==> src/rtl/pipeline_stall_ctrl_pkg.sv <==
// Shared types for the pipeline stall controller: FSM states, the action
// encoding and a helper that expands an action into per-register controls.
package stall_ctrl_pkg;

    typedef enum logic [1:0] {
        RUN,
        FLUSH_PEND,
        FETCH_DISCARD
    } stall_state_t;

    typedef enum logic [2:0] {
        ACT_RUN,
        ACT_FLUSH,
        ACT_DSTALL,
        ACT_DHSTALL,
        ACT_ISTALL
    } stall_act_t;

    typedef struct packed {
        logic pc_wr;
        logic if_id_wr;
        logic id_exe_wr;
        logic exe_mem_wr;
        logic mem_mem2_wr;
        logic mem2_wb_wr;
        logic if_id_flush;
        logic id_exe_flush;
        logic exe_mem_flush;
        logic mem_mem2_flush;
        logic mem2_wb_flush;
        logic pc_redirect;
    } pipe_ctrl_t;

    // Control word applied while the pipeline simply advances.
    localparam pipe_ctrl_t CTRL_RUN = '{
        pc_wr: 1'b1, if_id_wr: 1'b1, id_exe_wr: 1'b1, exe_mem_wr: 1'b1,
        mem_mem2_wr: 1'b1, mem2_wb_wr: 1'b1,
        if_id_flush: 1'b0, id_exe_flush: 1'b0, exe_mem_flush: 1'b0,
        mem_mem2_flush: 1'b0, mem2_wb_flush: 1'b0,
        pc_redirect: 1'b0
    };

    // Control word forced while the core is held in reset.
    localparam pipe_ctrl_t CTRL_RESET = '{
        pc_wr: 1'b0, if_id_wr: 1'b0, id_exe_wr: 1'b0, exe_mem_wr: 1'b0,
        mem_mem2_wr: 1'b0, mem2_wb_wr: 1'b0,
        if_id_flush: 1'b1, id_exe_flush: 1'b1, exe_mem_flush: 1'b1,
        mem_mem2_flush: 1'b1, mem2_wb_flush: 1'b1,
        pc_redirect: 1'b0
    };

    // Expands a single action into the enables and flushes of every register.
    function automatic pipe_ctrl_t act_ctrl(input stall_act_t act);
        pipe_ctrl_t c;
        c = CTRL_RUN;
        case (act)
            ACT_FLUSH: begin
                c.pc_redirect    = 1'b1;
                c.if_id_flush    = 1'b1;
                c.id_exe_flush   = 1'b1;
                c.exe_mem_flush  = 1'b1;
                c.mem_mem2_flush = 1'b1;
            end
            ACT_DSTALL: begin
                c.pc_wr         = 1'b0;
                c.if_id_wr      = 1'b0;
                c.id_exe_wr     = 1'b0;
                c.exe_mem_wr    = 1'b0;
                c.mem_mem2_wr   = 1'b0;
                c.mem2_wb_flush = 1'b1;
            end
            ACT_DHSTALL: begin
                c.pc_wr        = 1'b0;
                c.if_id_wr     = 1'b0;
                c.id_exe_flush = 1'b1;
            end
            ACT_ISTALL: begin
                c.pc_wr       = 1'b0;
                c.if_id_flush = 1'b1;
            end
            default: c = CTRL_RUN;
        endcase
        return c;
    endfunction

endpackage

==> src/rtl/pipeline_stall_ctrl_sat_counter.sv <==
// Saturating up-counter with a synchronous clear that wins over increment.
module sat_counter #(
    parameter int W = 32
) (
    input  logic         clk,
    input  logic         resetn,
    input  logic         inc,
    input  logic         clr,
    output logic [W-1:0] cnt
);

    logic [W-1:0] cnt_q;
    logic [W-1:0] cnt_d;

    // Next count: clear first, otherwise step unless already all-ones.
    always_comb begin
        cnt_d = cnt_q;
        if (clr) begin
            cnt_d = '0;
        end else if (inc && (cnt_q != {W{1'b1}})) begin
            cnt_d = cnt_q + {{(W-1){1'b0}}, 1'b1};
        end
    end

    // Count register, cleared asynchronously by reset.
    always_ff @(posedge clk or negedge resetn) begin
        if (!resetn) begin
            cnt_q <= '0;
        end else begin
            cnt_q <= cnt_d;
        end
    end

    assign cnt = cnt_q;

endmodule

==> src/rtl/pipeline_stall_ctrl.sv <==
// Pipeline stall/flush controller: picks one action per cycle from hazard,
// cache and exception inputs, tracks deferred flushes and discarded fetches,
// and counts stall cycles.
module pipeline_stall_ctrl
    import stall_ctrl_pkg::*;
#(
    parameter int CNT_W = 32
) (
    input  logic             clk,
    input  logic             resetn,
    input  logic             ID_EX_DH_Stall,
    input  logic             ID_MEM1_DH_Stall,
    input  logic             ID_MEM2_DH_Stall,
    input  logic             ICache_Busy,
    input  logic             DCache_Busy,
    input  logic             MEM_Exception,
    input  logic             Perf_Clear,
    output logic             PC_Wr,
    output logic             IF_ID_Wr,
    output logic             ID_EXE_Wr,
    output logic             EXE_MEM_Wr,
    output logic             MEM_MEM2_Wr,
    output logic             MEM2_WB_Wr,
    output logic             IF_ID_Flush,
    output logic             ID_EXE_Flush,
    output logic             EXE_MEM_Flush,
    output logic             MEM_MEM2_Flush,
    output logic             MEM2_WB_Flush,
    output logic             PC_Redirect,
    output logic [CNT_W-1:0] DH_StallCnt,
    output logic [CNT_W-1:0] Cache_StallCnt
);

    stall_state_t state_q;
    stall_state_t state_d;
    stall_act_t   act;
    pipe_ctrl_t   ctrl;
    logic         dh;
    logic         backDstall;
    logic         dhInc;
    logic         cacheInc;

    assign dh = ID_EX_DH_Stall | ID_MEM1_DH_Stall | ID_MEM2_DH_Stall;

    // State register; reset abandons any pending flush or fetch discard.
    always_ff @(posedge clk or negedge resetn) begin
        if (!resetn) begin
            state_q <= RUN;
        end else begin
            state_q <= state_d;
        end
    end

    // Action selection, next state and counter increment requests.
    always_comb begin
        state_d    = state_q;
        act        = ACT_RUN;
        backDstall = 1'b0;
        dhInc      = 1'b0;
        cacheInc   = 1'b0;
        case (state_q)
            RUN: begin
                if (MEM_Exception && DCache_Busy) begin
                    act      = ACT_DSTALL;
                    cacheInc = 1'b1;
                    state_d  = FLUSH_PEND;
                end else if (MEM_Exception) begin
                    act     = ACT_FLUSH;
                    state_d = ICache_Busy ? FETCH_DISCARD : RUN;
                end else if (DCache_Busy) begin
                    act      = ACT_DSTALL;
                    cacheInc = 1'b1;
                end else if (dh) begin
                    act   = ACT_DHSTALL;
                    dhInc = 1'b1;
                end else if (ICache_Busy) begin
                    act      = ACT_ISTALL;
                    cacheInc = 1'b1;
                end
            end
            FLUSH_PEND: begin
                if (DCache_Busy) begin
                    act      = ACT_DSTALL;
                    cacheInc = 1'b1;
                end else begin
                    act     = ACT_FLUSH;
                    state_d = ICache_Busy ? FETCH_DISCARD : RUN;
                end
            end
            FETCH_DISCARD: begin
                act        = ACT_ISTALL;
                backDstall = DCache_Busy;
                cacheInc   = ICache_Busy | DCache_Busy;
                if (!ICache_Busy) begin
                    state_d = RUN;
                end
            end
            default: begin
                state_d = RUN;
            end
        endcase
    end

    // Expand the action; back-stage D-cache stall overlays a fetch discard.
    always_comb begin
        ctrl = act_ctrl(act);
        if (backDstall) begin
            ctrl.id_exe_wr     = 1'b0;
            ctrl.exe_mem_wr    = 1'b0;
            ctrl.mem_mem2_wr   = 1'b0;
            ctrl.mem2_wb_flush = 1'b1;
        end
        if (!resetn) begin
            ctrl = CTRL_RESET;
        end
    end

    assign PC_Wr          = ctrl.pc_wr;
    assign IF_ID_Wr       = ctrl.if_id_wr;
    assign ID_EXE_Wr      = ctrl.id_exe_wr;
    assign EXE_MEM_Wr     = ctrl.exe_mem_wr;
    assign MEM_MEM2_Wr    = ctrl.mem_mem2_wr;
    assign MEM2_WB_Wr     = ctrl.mem2_wb_wr;
    assign IF_ID_Flush    = ctrl.if_id_flush;
    assign ID_EXE_Flush   = ctrl.id_exe_flush;
    assign EXE_MEM_Flush  = ctrl.exe_mem_flush;
    assign MEM_MEM2_Flush = ctrl.mem_mem2_flush;
    assign MEM2_WB_Flush  = ctrl.mem2_wb_flush;
    assign PC_Redirect    = ctrl.pc_redirect;

    sat_counter #(.W(CNT_W)) u_dh_cnt (
        .clk    (clk),
        .resetn (resetn),
        .inc    (dhInc),
        .clr    (Perf_Clear),
        .cnt    (DH_StallCnt)
    );

    sat_counter #(.W(CNT_W)) u_cache_cnt (
        .clk    (clk),
        .resetn (resetn),
        .inc    (cacheInc),
        .clr    (Perf_Clear),
        .cnt    (Cache_StallCnt)
    );

endmodule

==> config.mk <==
export PLATFORM = sky130hd
export DESIGN_NAME = pipeline_stall_ctrl
export DESIGN_NICKNAME = d
export VERILOG_FILES = /design/src/rtl/pipeline_stall_ctrl_pkg.sv /design/src/rtl/pipeline_stall_ctrl_sat_counter.sv /design/src/rtl/pipeline_stall_ctrl.sv
export SDC_FILE = /design/constraint.sdc
export NUM_CORES = 1
export LEC_CHECK = 0
export BUFFER_PORTS_ARGS = -buffer_cell sky130_fd_sc_hd__buf_4
export CAP_MARGIN = 40
export CORE_ASPECT_RATIO = 0.9
export CORE_MARGIN = 1.5
export CORE_UTILIZATION = 59
export DETAILED_ROUTE_END_ITERATION = 12
export PLACE_DENSITY_LB_ADDON = 0.2
export SLEW_MARGIN = 10
export SYNTH_ARGS = -nofsm -noshare
export SYNTH_HDL_FRONTEND = slang
export SYNTH_SLANG_ARGS = --single-unit
==> constraint.sdc <==
create_clock -name clk -period 3.15 [get_ports clk]
set_input_delay 0.315 -clock clk [delete_from_list [all_inputs] [get_ports clk]]
set_output_delay 0.315 -clock clk [all_outputs]
set_load 0.1 [all_outputs]
# Word-level counts from Yosys, hierarchy flattened
# Cells that the tools add are included.
[word_totals]
wordCells = 71
ff_bits = 66
in_bits = 9
out_inout_bits = 76
[op_classes]
n_reduce_logical = 11
n_mux = 41
n_bitwise = 3
eq_ne = 11
add_sub_neg = 2
[op_table]
columns = ["cell", "count"]
rows = [
  ["32-bit two-way mux", 4],
  ["32-bit by 1-bit adder with 32-bit output (second input constant)", 2],
  ["32-bit inequality test (second input constant)", 2],
  ["3-bit two-way mux", 7],
  ["1-bit two-way mux", 19],
  ["2-bit two-way mux", 7],
  ["12-bit two-way mux", 1],
  ["3-bit one-hot mux with 3 select lines", 1],
  ["3-bit by 2-bit equality test with 1-bit output (second input constant)", 2],
  ["2-bit one-hot mux with 3 select lines", 1],
  ["2-bit OR reduction", 3],
  ["2-bit inequality test (second input constant)", 2],
  ["2-bit nonzero test", 2],
  ["3-bit by 1-bit equality test with 1-bit output (second input constant)", 1],
  ["3-bit equality test (second input constant)", 1],
  ["1-bit logical AND", 3],
  ["3-bit inequality test (second input constant)", 1],
  ["1-bit bitwise OR", 3],
  ["1-bit one-hot mux with 3 select lines", 1],
  ["3-bit AND reduction", 1],
  ["3-bit OR reduction", 1],
  ["2-bit by 1-bit equality test with 1-bit output (second input constant)", 1],
  ["2-bit equality test (second input constant)", 1],
  ["2-bit zero test", 1],
]

# Longest topological paths before layout
# Gate-level depths: netlist of the first run.
[logic_depth]
ltp_word = 11
ltp_mapped = 8
mapped_depth_nobuf = 6

# By module
# From an unflattened synthesis of the first run, not the netlist that was laid out.
[unflattened]
hier_cells = 432
area_unflattened_um2 = 3970.1
[modules_own_cells]
columns = ["mod", "area_per_inst_um2", "cells_per_inst", "instances"]
rows = [
  ["sat_counter", 1854.3, 198, 2],
  ["pipeline_stall_ctrl", 261.5, 36, 1],
]

# Worst setup path after synthesis of the first run
# Ideal clock, no wire load.
[synth_path]
path_kind = "register to output"
startpoint = "register state_q[0]"
endpoint = "output IF_ID_Flush"
arrival_ns = 3.637
t_required_ns = 2.835
path_stages_with_launch = 4
slack_ns = -0.802
path_buffers = 0
path_cell_list = "dfrtp_1 > nor2_1 > o31ai_1 > or2_2"
[synth_between]
elab_chain_len = 6
word_cells_on_any_way = 9
classes_between = "eq/ne (4); mux (3); reduce/logical (2)"
[synth_lines]
columns = ["element", "line_no", "rtl"]
rows = [
  ["from (decl)", "pipeline_stall_ctrl.sv:34", "stall_state_t state_q;"],
  ["from (signal assigned)", "pipeline_stall_ctrl.sv:50", "state_q <= state_d;"],
  ["2-bit equality test, or another cell as far along", "pipeline_stall_ctrl.sv:61", "case (state_q)"],
  ["3-bit one-hot mux with 3 select lines (*)", "pipeline_stall_ctrl.sv:61", ""],
  ["3-bit equality test / 3-bit by 1-bit equality test with 1-bit output (equally long branches)", "pipeline_stall_ctrl_pkg.sv:56", "case (act)"],
  ["2-bit OR reduction (no source line) (*)", "-", ""],
  ["1-bit two-way mux (*)", "pipeline_stall_ctrl_pkg.sv:56", ""],
  ["12-bit two-way mux (*)", "pipeline_stall_ctrl.sv:113", "if (!resetn) begin"],
  ["to (decl)", "pipeline_stall_ctrl.sv:24", "output logic IF_ID_Flush,"],
]
# Every way passes the cells marked *; elsewhere a longest branch is shown, timed or not.

# Final worst setup path of the first run
[layout_path]
startpoint = "register u_cache_cnt.cnt_q[0], in the netlist u_cache_cnt.cnt[0]"
endpoint = "register u_cache_cnt.cnt_q[7], in the netlist u_cache_cnt.cnt[7]"
[layout_between]
elab_chain_len = 3
word_cells_on_any_way = 6
classes_between = "add/sub (1); eq/ne (1); mux (2); reduce/logical (2)"
[layout_lines]
columns = ["element", "line_no", "rtl"]
rows = [
  ["from (decl)", "pipeline_stall_ctrl_sat_counter.sv:12", "logic [W-1:0] cnt_q;"],
  ["from (signal assigned)", "pipeline_stall_ctrl_sat_counter.sv:30", "cnt_q <= cnt_d;"],
  ["32-bit by 1-bit adder with 32-bit output / 32-bit inequality test (equally long branches)", "pipeline_stall_ctrl_sat_counter.sv:21, pipeline_stall_ctrl_sat_counter.sv:20", ""],
  ["32-bit two-way mux / 1-bit logical AND (equally long branches)", "pipeline_stall_ctrl_sat_counter.sv:20", "end else if (inc && (cnt_q != {W{1'b1}})) begin"],
  ["32-bit two-way mux / 2-bit nonzero test (equally long branches)", "-", ""],
]
# Parallel ways exist; a longest one is shown, timed or not. The select of a mux whose other input is x is not followed.
# A chain may end at the register's enable or synchronous reset.

==> metrics.md, run 1 <==
| Metric | Value |
|---|---|
| Status | `completed` |
| Final Hold Fails | `0` |
| IO Count | `85` |
| EDFF count, synth | `0` |
| CP max-delay cell | `o41ai_4` |
| Max Slew Vio Count | `0` |
| Core region area | `6550 um2` |
| H-tree lvl count | `3` |
| Synth warnings | `0` |
| Startpoint types | `flip-flop` |
| RSZ-0062 raised after global routing | `no` |
| Root buf cell | `clkbuf_8` |
| Leak | `2.07 nW` |
| Worst EP required | `roughly 3300 ps` |
| CTS Buf Count | `9` |
| RD Place Congestion | `roughly 0.8` |
| Worst-case clock buffer depth | `2` |
| Reg-to-reg startpoint | `u_cache_cnt.cnt[0]` |
| GRT overflow | `0` |
| DIE WIDTH | `89.7 um` |
| Detailed Route WL | `between 9000 and 10000 um` |
| Clk_lat worst skew | `around 350 ps` |
| Overall die height | `~80 um` |
| Setup ws final | `677 ps` |
| Prevailing post-synth register cell | `dfrtp_1` |
| Number of hold-repair buffers added at the cts stage | `1` |
| CTS tree | `yes` |
| Bufs and invs on worst path | `0` |
| CP Capture Type | `flip-flop` |
| Max-cap check violation count | `0` |
| Hold path endpoint | `state_q[1]` |
| GRT Resource Usage Total | `28.9%` |
| Ant diodes | `0` |
| R2R depth | `6` |
| Post-layout util | `73.8%` |
| Clock Sinks | `66` |
| Async SR Flop Fraction | `100%` |
| Hold Crit Class | `in -> reg` |
| First-pass GRT wire length | `16200 um` |
| Max stage delay on crit path | `810 ps` |
| Die area | `7270 um2` |
| Pwr dens | `between 300 and 400 nW/um2` |
| Setup bufs post-CTS | `0` |
| Sequential share of the synthesized area | `approximately 41%` |
| Fmax | `404 MHz` |
| Post-Syn Instances | `430` |
| Vias in the first global route | `3412` |
| # DRC | `0` |
| Final Total Pwr | `0.00183 W` |
| Layout area overhead | `21.1%` |
| Worst path arrival time | `2670 ps` |
| Slew margin rel. | `40.0%` |
| Syn Nets | `441` |
| Drt initial violations | `203` |
| Avg Inst Size Synth | `~9.3 um2` |
| Minimum clock period after layout | `2470 ps` |
| Clock transition at path regs | `70 ps` |
| Worst Skew | `9.66 ps` |
| Vias/cell | `roughly 6.3` |
| Final-report setup violation count | `0` |
| #FFs+latches synth | `66` |
| Drt first pass iters | `5` |
| Routed vias | `3802` |
| Avg WL per Cell | `16.6 um` |
| Post-route ant nets | `0` |
| Post-DP HPWL | `between 7000 and 8000 um` |
| Worst r2r dst | `u_cache_cnt.cnt[7]` |
| Ratio of final minimum period to clock period | `78.5%` |
| Synth unique cells | `60` |
| Hold Crit Start | `ICache_Busy` |
| FP Rows | `28` |
| Layout cells sized above 1 | `25.9%` |
| Buffers on Ports | `84` |
| Nets | `517` |
| Initial Util | `60.9%` |
| CTS resizes | `0` |
| Max FO, Critical Path | `21` |
| Crit path cell chain | `ha_1 > nand2_1 > or3_4 > o41ai_4 > or4_1 > a21oi_1` |
| Mapped cell area | `3990 um2` |
| Actual slew at the worst max-slew pin | `896 ps` |
| Setup TNS | `0 ps` |
| Delay-heaviest family, CP | `compound AO/OA/AOI/OAI gates` |
| Peak VDD IR | `about 430 uV` |
| R2R Setup Slk | `680 ps` |
| Critical path type | `reg -> reg` |
| Largest net degree at the start of global routing | `73` |
| Initial antenna violation count | `0` |
| WHS Path Cells | `2` |
| Dpl ws | `718 ps` |
cells in the mapped netlist, types with 3 or more instances:
cell | n | area (um2)
buf_6 | 4 | 45.0
nand3_1 | 25 | 125
and3_1 | 15 | 93.8
buf_2 | 5 | 25.0
a21oi_1 | 51 | 255
clkbuf_1 | 8 | 30.0
o21ai_0 | 20 | 100
inv_1 | 11 | 41.3
nor2b_1 | 9 | 56.3
or4_1 | 24 | 180
dfrtp_1 | 66 | 1650
buf_4 | 6 | 45.0
o31ai_1 | 27 | 203
o21ai_1 | 5 | 25.0
or3_1 | 26 | 163
and4_1 | 6 | 52.6
nand4_2 | 3 | 37.5
mux2_2 | 6 | 67.6
nand2_1 | 30 | 113
nor2_1 | 23 | 86.3
nand4_1 | 10 | 62.6
cells by family (layout without fill, tap and decap cells):
family	after synthesis	after routing	synth area share (%)
xor gates and xnor gates	4	4	0.878
DFF	66	66	41.4
and+or+nand+nor	198	198	31.1
adders and majority gates	2	2	0.627
muxes	8	8	2.35
AOI/OAI and AO/OA	118	118	18.9
buffers and inverters	34	114	4.67
layer usage:
layer | routed length [um] | track usage [%] | vias up
li1 | - | - | 1797
met1 | 4470 | 39.1 | 1858
met2 | 4730 | 46.5 | 135
met3 | 663 | 7.11 | 12
met4 | 107 | 7.08 | 0
met5 | 0 | 0 | -
state kept, by name, indices dropped and copies added, names as in the netlist:
signal           cells
u_dh_cnt.cnt        32
state_q              2
u_cache_cnt.cnt     32
how the worst max path moves through the flow:
stage | from | endpoint | depth (start not counted)
floorplan | state_q[0] | IF_ID_Flush | 3
global placement | u_cache_cnt.cnt[0] | u_cache_cnt.cnt[4] | 6
detailed placement | u_cache_cnt.cnt[0] | u_cache_cnt.cnt[21] | 6
finish | u_cache_cnt.cnt[0] | u_cache_cnt.cnt[7] | 6
global route | u_cache_cnt.cnt[0] | u_cache_cnt.cnt[7] | 6
CTS | u_cache_cnt.cnt[0] | u_cache_cnt.cnt[7] | 6
where the power goes:
part	leakage (nW)	switching (W)	internal, W
registers	0.919	0.0000130	0.000854
clock network	0.0962	0.000324	0.000381
logic	1.06	0.000199	0.0000554
total	2.07	0.000536	0.00129
worst register-to-register path: stages, from the launching register on:
cell	delay (ps)
dfrtp_1	440
ha_1	220
nand2_1	130
or3_4	430
o41ai_4	810
or4_1	220
a21oi_1	70
metrics by stage:
stage	cells	hold WS (ps)	instance area, um2
after detailed placement	584	360	4640
final	600	226	4830
after floorplan	430	19.4	4000
after global routing	600	214	4830
after CTS	600	215	4830
after global placement	583	549	4610
layout make-up:
class | count | area [um2]
Clock buffer | 12 | 145
Sequential cell | 66 | 1650
Clock inverter | 3 | 40.0
Timing Repair Buffer | 88 | 683
Fill cell | 506 | 1720
Multi-Input combinational cell | 330 | 2160
Tap cell | 90 | 113
Inverter | 11 | 41.3
placed cells by master (no fill, tap or decap), drive strengths merged, types with 2 or more instances in the layout:
cell     n
nand2   32
and4     6
nor2b    9
mux2     8
or2      2
xor2     2
nand3   25
clkinv   2
and2     3
nor4     6
nor2    24
a21oi   52
ha       2
nand4   15
o311ai   2
dfrtp   66
o41ai    3
xnor2    2
o21ai   25
o31ai   27
or3     27
clkbuf  12
buf     87
or4     24
nor3     4
and3    15
inv     11
Power figures use the tool's default switching activity.
==> run 2, diff against run 1 <==
Settings changed: CORE_UTILIZATION 59 to 55.
Clock period 3.15 ns to 2.5 ns, I/O delays scaled along.
==> run 2 against run 1 <==
Hold slack lost 78 ps. Global-route usage shrank 3.2 points. Clock skew shrank 1.4 ps. Die area grew 7.0%. Wire length shrank 2.7%.
==> metrics.md, run 2 (synthesis results as in run 1) <==
| Metric | Value |
|---|---|
| Worst-case clock buffer depth | `2 (unchanged)` |
| Post-layout util | `69.9% (-3.9 points)` |
| Overall die height | `83.8 um (+3.4%)` |
| Post-DP HPWL | `6740 um (-4.9%)` |
| Max-cap check violation count | `0 (unchanged)` |
| Worst EP required | `2730 ps (-610 ps)` |
| CP Capture Type | `flip-flop` |
| Slew margin rel. | `48.9% (+8.8 points)` |
| Fmax | `438 MHz (+8.3%)` |
| Ratio of final minimum period to clock period | `91.3% (+13 points)` |
| Die area | `7780 um2 (+7.0%)` |
| Final-report setup violation count | `0 (unchanged)` |
| Vias in the first global route | `3289 (-3.6%)` |
| Peak VDD IR | `381 uV (-12%)` |
| Layout cells sized above 1 | `33.4% (+7.5 points)` |
| Actual slew at the worst max-slew pin | `767 ps (-129 ps)` |
| FP Rows | `29 (+3.6%)` |
| Sw Ratio | `28.5% (-0.88 points)` |
| Detailed Route WL | `9700 um (-2.7%)` |
| CP max-delay cell | `dfrtp_1` |
| Initial antenna violation count | `0 (unchanged)` |
| Area occupied by multi-input gates | `2180 um2 (+0.75%)` |
| GRT Resource Usage Total | `25.7% (-3.2 points)` |
| Pint | `0.00173 W (+34%)` |
| DIE WIDTH | `92.8 um (+3.5%)` |
| RD Place Congestion | `0.793 (-3.4%)` |
| Clk_lat worst skew | `350 ps (about the same)` |
| Crit path cell chain | `nor4_4 > and4_1 > nand2_4 > nor4b_1 > mux2_2` |
| Buffers on Ports | `84 (unchanged)` |
| Final-layout fill cell count | `592 (+17%)` |
| RSZ-0062 raised after global routing | `no` |
| Max Slew Vio Count | `0 (unchanged)` |
| Worst Skew | `8.27 ps (-1.39 ps)` |
| H-tree lvl count | `3 (unchanged)` |
| Net Switching | `0.000689 W (+29%)` |
| Layout area overhead | `23.3%` |
| Pwr dens | `492 nW/um2 (+30%)` |
| Most common cell after layout, fill and taps aside | `buf_4` |
| Final Hold Fails | `0 (unchanged)` |
| Worst path arrival time | `2510 ps (-160 ps)` |
| Startpoint types | `flip-flop` |
| Drt first pass iters | `5 (unchanged)` |
| Largest net degree at the start of global routing | `73 (unchanged)` |
| Clock Sinks | `66 (unchanged)` |
| First-pass GRT wire length | `16100 um (-0.94%)` |
| Flop pwr share | `45.2% (-2.3 points)` |
| Root buf cell | `clkbuf_8` |
| CTS tree | `yes` |
| Ant diodes | `0 (unchanged)` |
| Vias/cell | `6.09 (-4.0%)` |
| Routed vias | `3682 (-3.2%)` |
| Post-route ant nets | `0 (unchanged)` |
| Most frequent cells in the layout | `88 x buf_4, 51 x a21oi_1, 35 x dfrtp_2` |
| Status | `completed` |
| Storage element area | `1700 um2 (+2.7%)` |
| Setup TNS | `0 ps (unchanged)` |
| Max FO, Critical Path | `11 (-48%)` |
| IO Count | `85 (unchanged)` |
| DP Area | `4690 um2 (+1.1%)` |
| Clock transition at path regs | `70 ps (about the same)` |
| Max stage delay on crit path | `530 ps (-280 ps)` |
| Minimum clock period after layout | `2280 ps (-190 ps)` |
| Avg WL per Cell | `16.0 um (-3.5%)` |
| Fin area | `4920 um2 (+1.8%)` |
| Critical path type | `reg -> reg` |
| Initial Util | `56.7% (-4.2 points)` |
| Core region area | `7040 um2 (+7.4%)` |
| Clock share of power | `41.6% (+3.0 points)` |
| Setup bufs post-CTS | `0 (unchanged)` |
| # DRC | `0 (unchanged)` |
| Leak | `2.03 nW (-2.1%)` |
| GRT overflow | `0 (unchanged)` |
| Drt initial violations | `242 (+19%)` |
| Min Hold Slack | `147 ps (-78.4 ps)` |
| Comb power frac | `13.3% (-0.6 points)` |
| Nets | `518 (+0.19%)` |
| CTS Buf Count | `9 (unchanged)` |
| Hold Crit Class | `in -> reg` |
==> run 2: layout make-up <==
class,instances,share of cell area (%)
sequential,66,34.5
inverter,11,0.839
tap,93,2.37
clock buffer,11,2.87
multi-input combinational,330,44.2
timing repair buffer,89,13.6
clock inverter,5,1.58
==> run 2: timing repair <==
action | 4_1_cts | 5_1_grt
hold buffers | 1 | 0
resized for setup | 0 | 0
endpoints found under the setup margin | 0 | 0
endpoints found under the hold margin | 11 | 0
==> run 2: worst max-delay path: cells and delay by family (launching register included) <==
kind	cells	cell delay [ps]
mux	1	380
flops	1	530
simple gates	4	1260
==> run 2: path summary, 6_finish.rpt <==
check,startpoint,to,slack (ps),depth (start not counted)
setup / recovery,state_q[1],u_dh_cnt.cnt[17],220,5
setup reg to reg,state_q[1],u_dh_cnt.cnt[17],220,5
hold reg to reg,u_cache_cnt.cnt[29],u_cache_cnt.cnt[29],570,2
min in group asynchronous,resetn,u_cache_cnt.cnt[10],390,2
hold / removal,ICache_Busy,state_q[1],150,2
max in group asynchronous,resetn,u_dh_cnt.cnt[7],1090,3
==> run 2: through the flow <==
step / std cells / power, W / worst slack, ps
after floorplan: 430 / 0.00136 / 1.70
after detailed placement: 588 / 0.00143 / 238
after CTS: 605 / 0.00244 / 212
after global routing: 605 / 0.00251 / 109
after global placement: 588 / 0.00143 / 363
final: 605 / 0.00242 / 217
==> run 2: layer usage <==
layer  global-route usage (%)  routed length, um  vias up
met5                        0                  0        -
met3                     6.38                502        7
met1                     38.7               4670     1785
li1                         -                  -     1789
met2                     37.6               4470      101
met4                     5.23                 57        0
==> run 2: power groups by stage <==
stage | registers, W | clock network, W | logic (W)
after global placement | 0.00111 | 0 | 0.000318
after detailed placement | 0.00111 | 0 | 0.000320
after global routing | 0.00110 | 0.00108 | 0.000339
final | 0.00109 | 0.00101 | 0.000321
after floorplan | 0.00115 | 0 | 0.000209
after CTS | 0.00109 | 0.00103 | 0.000323
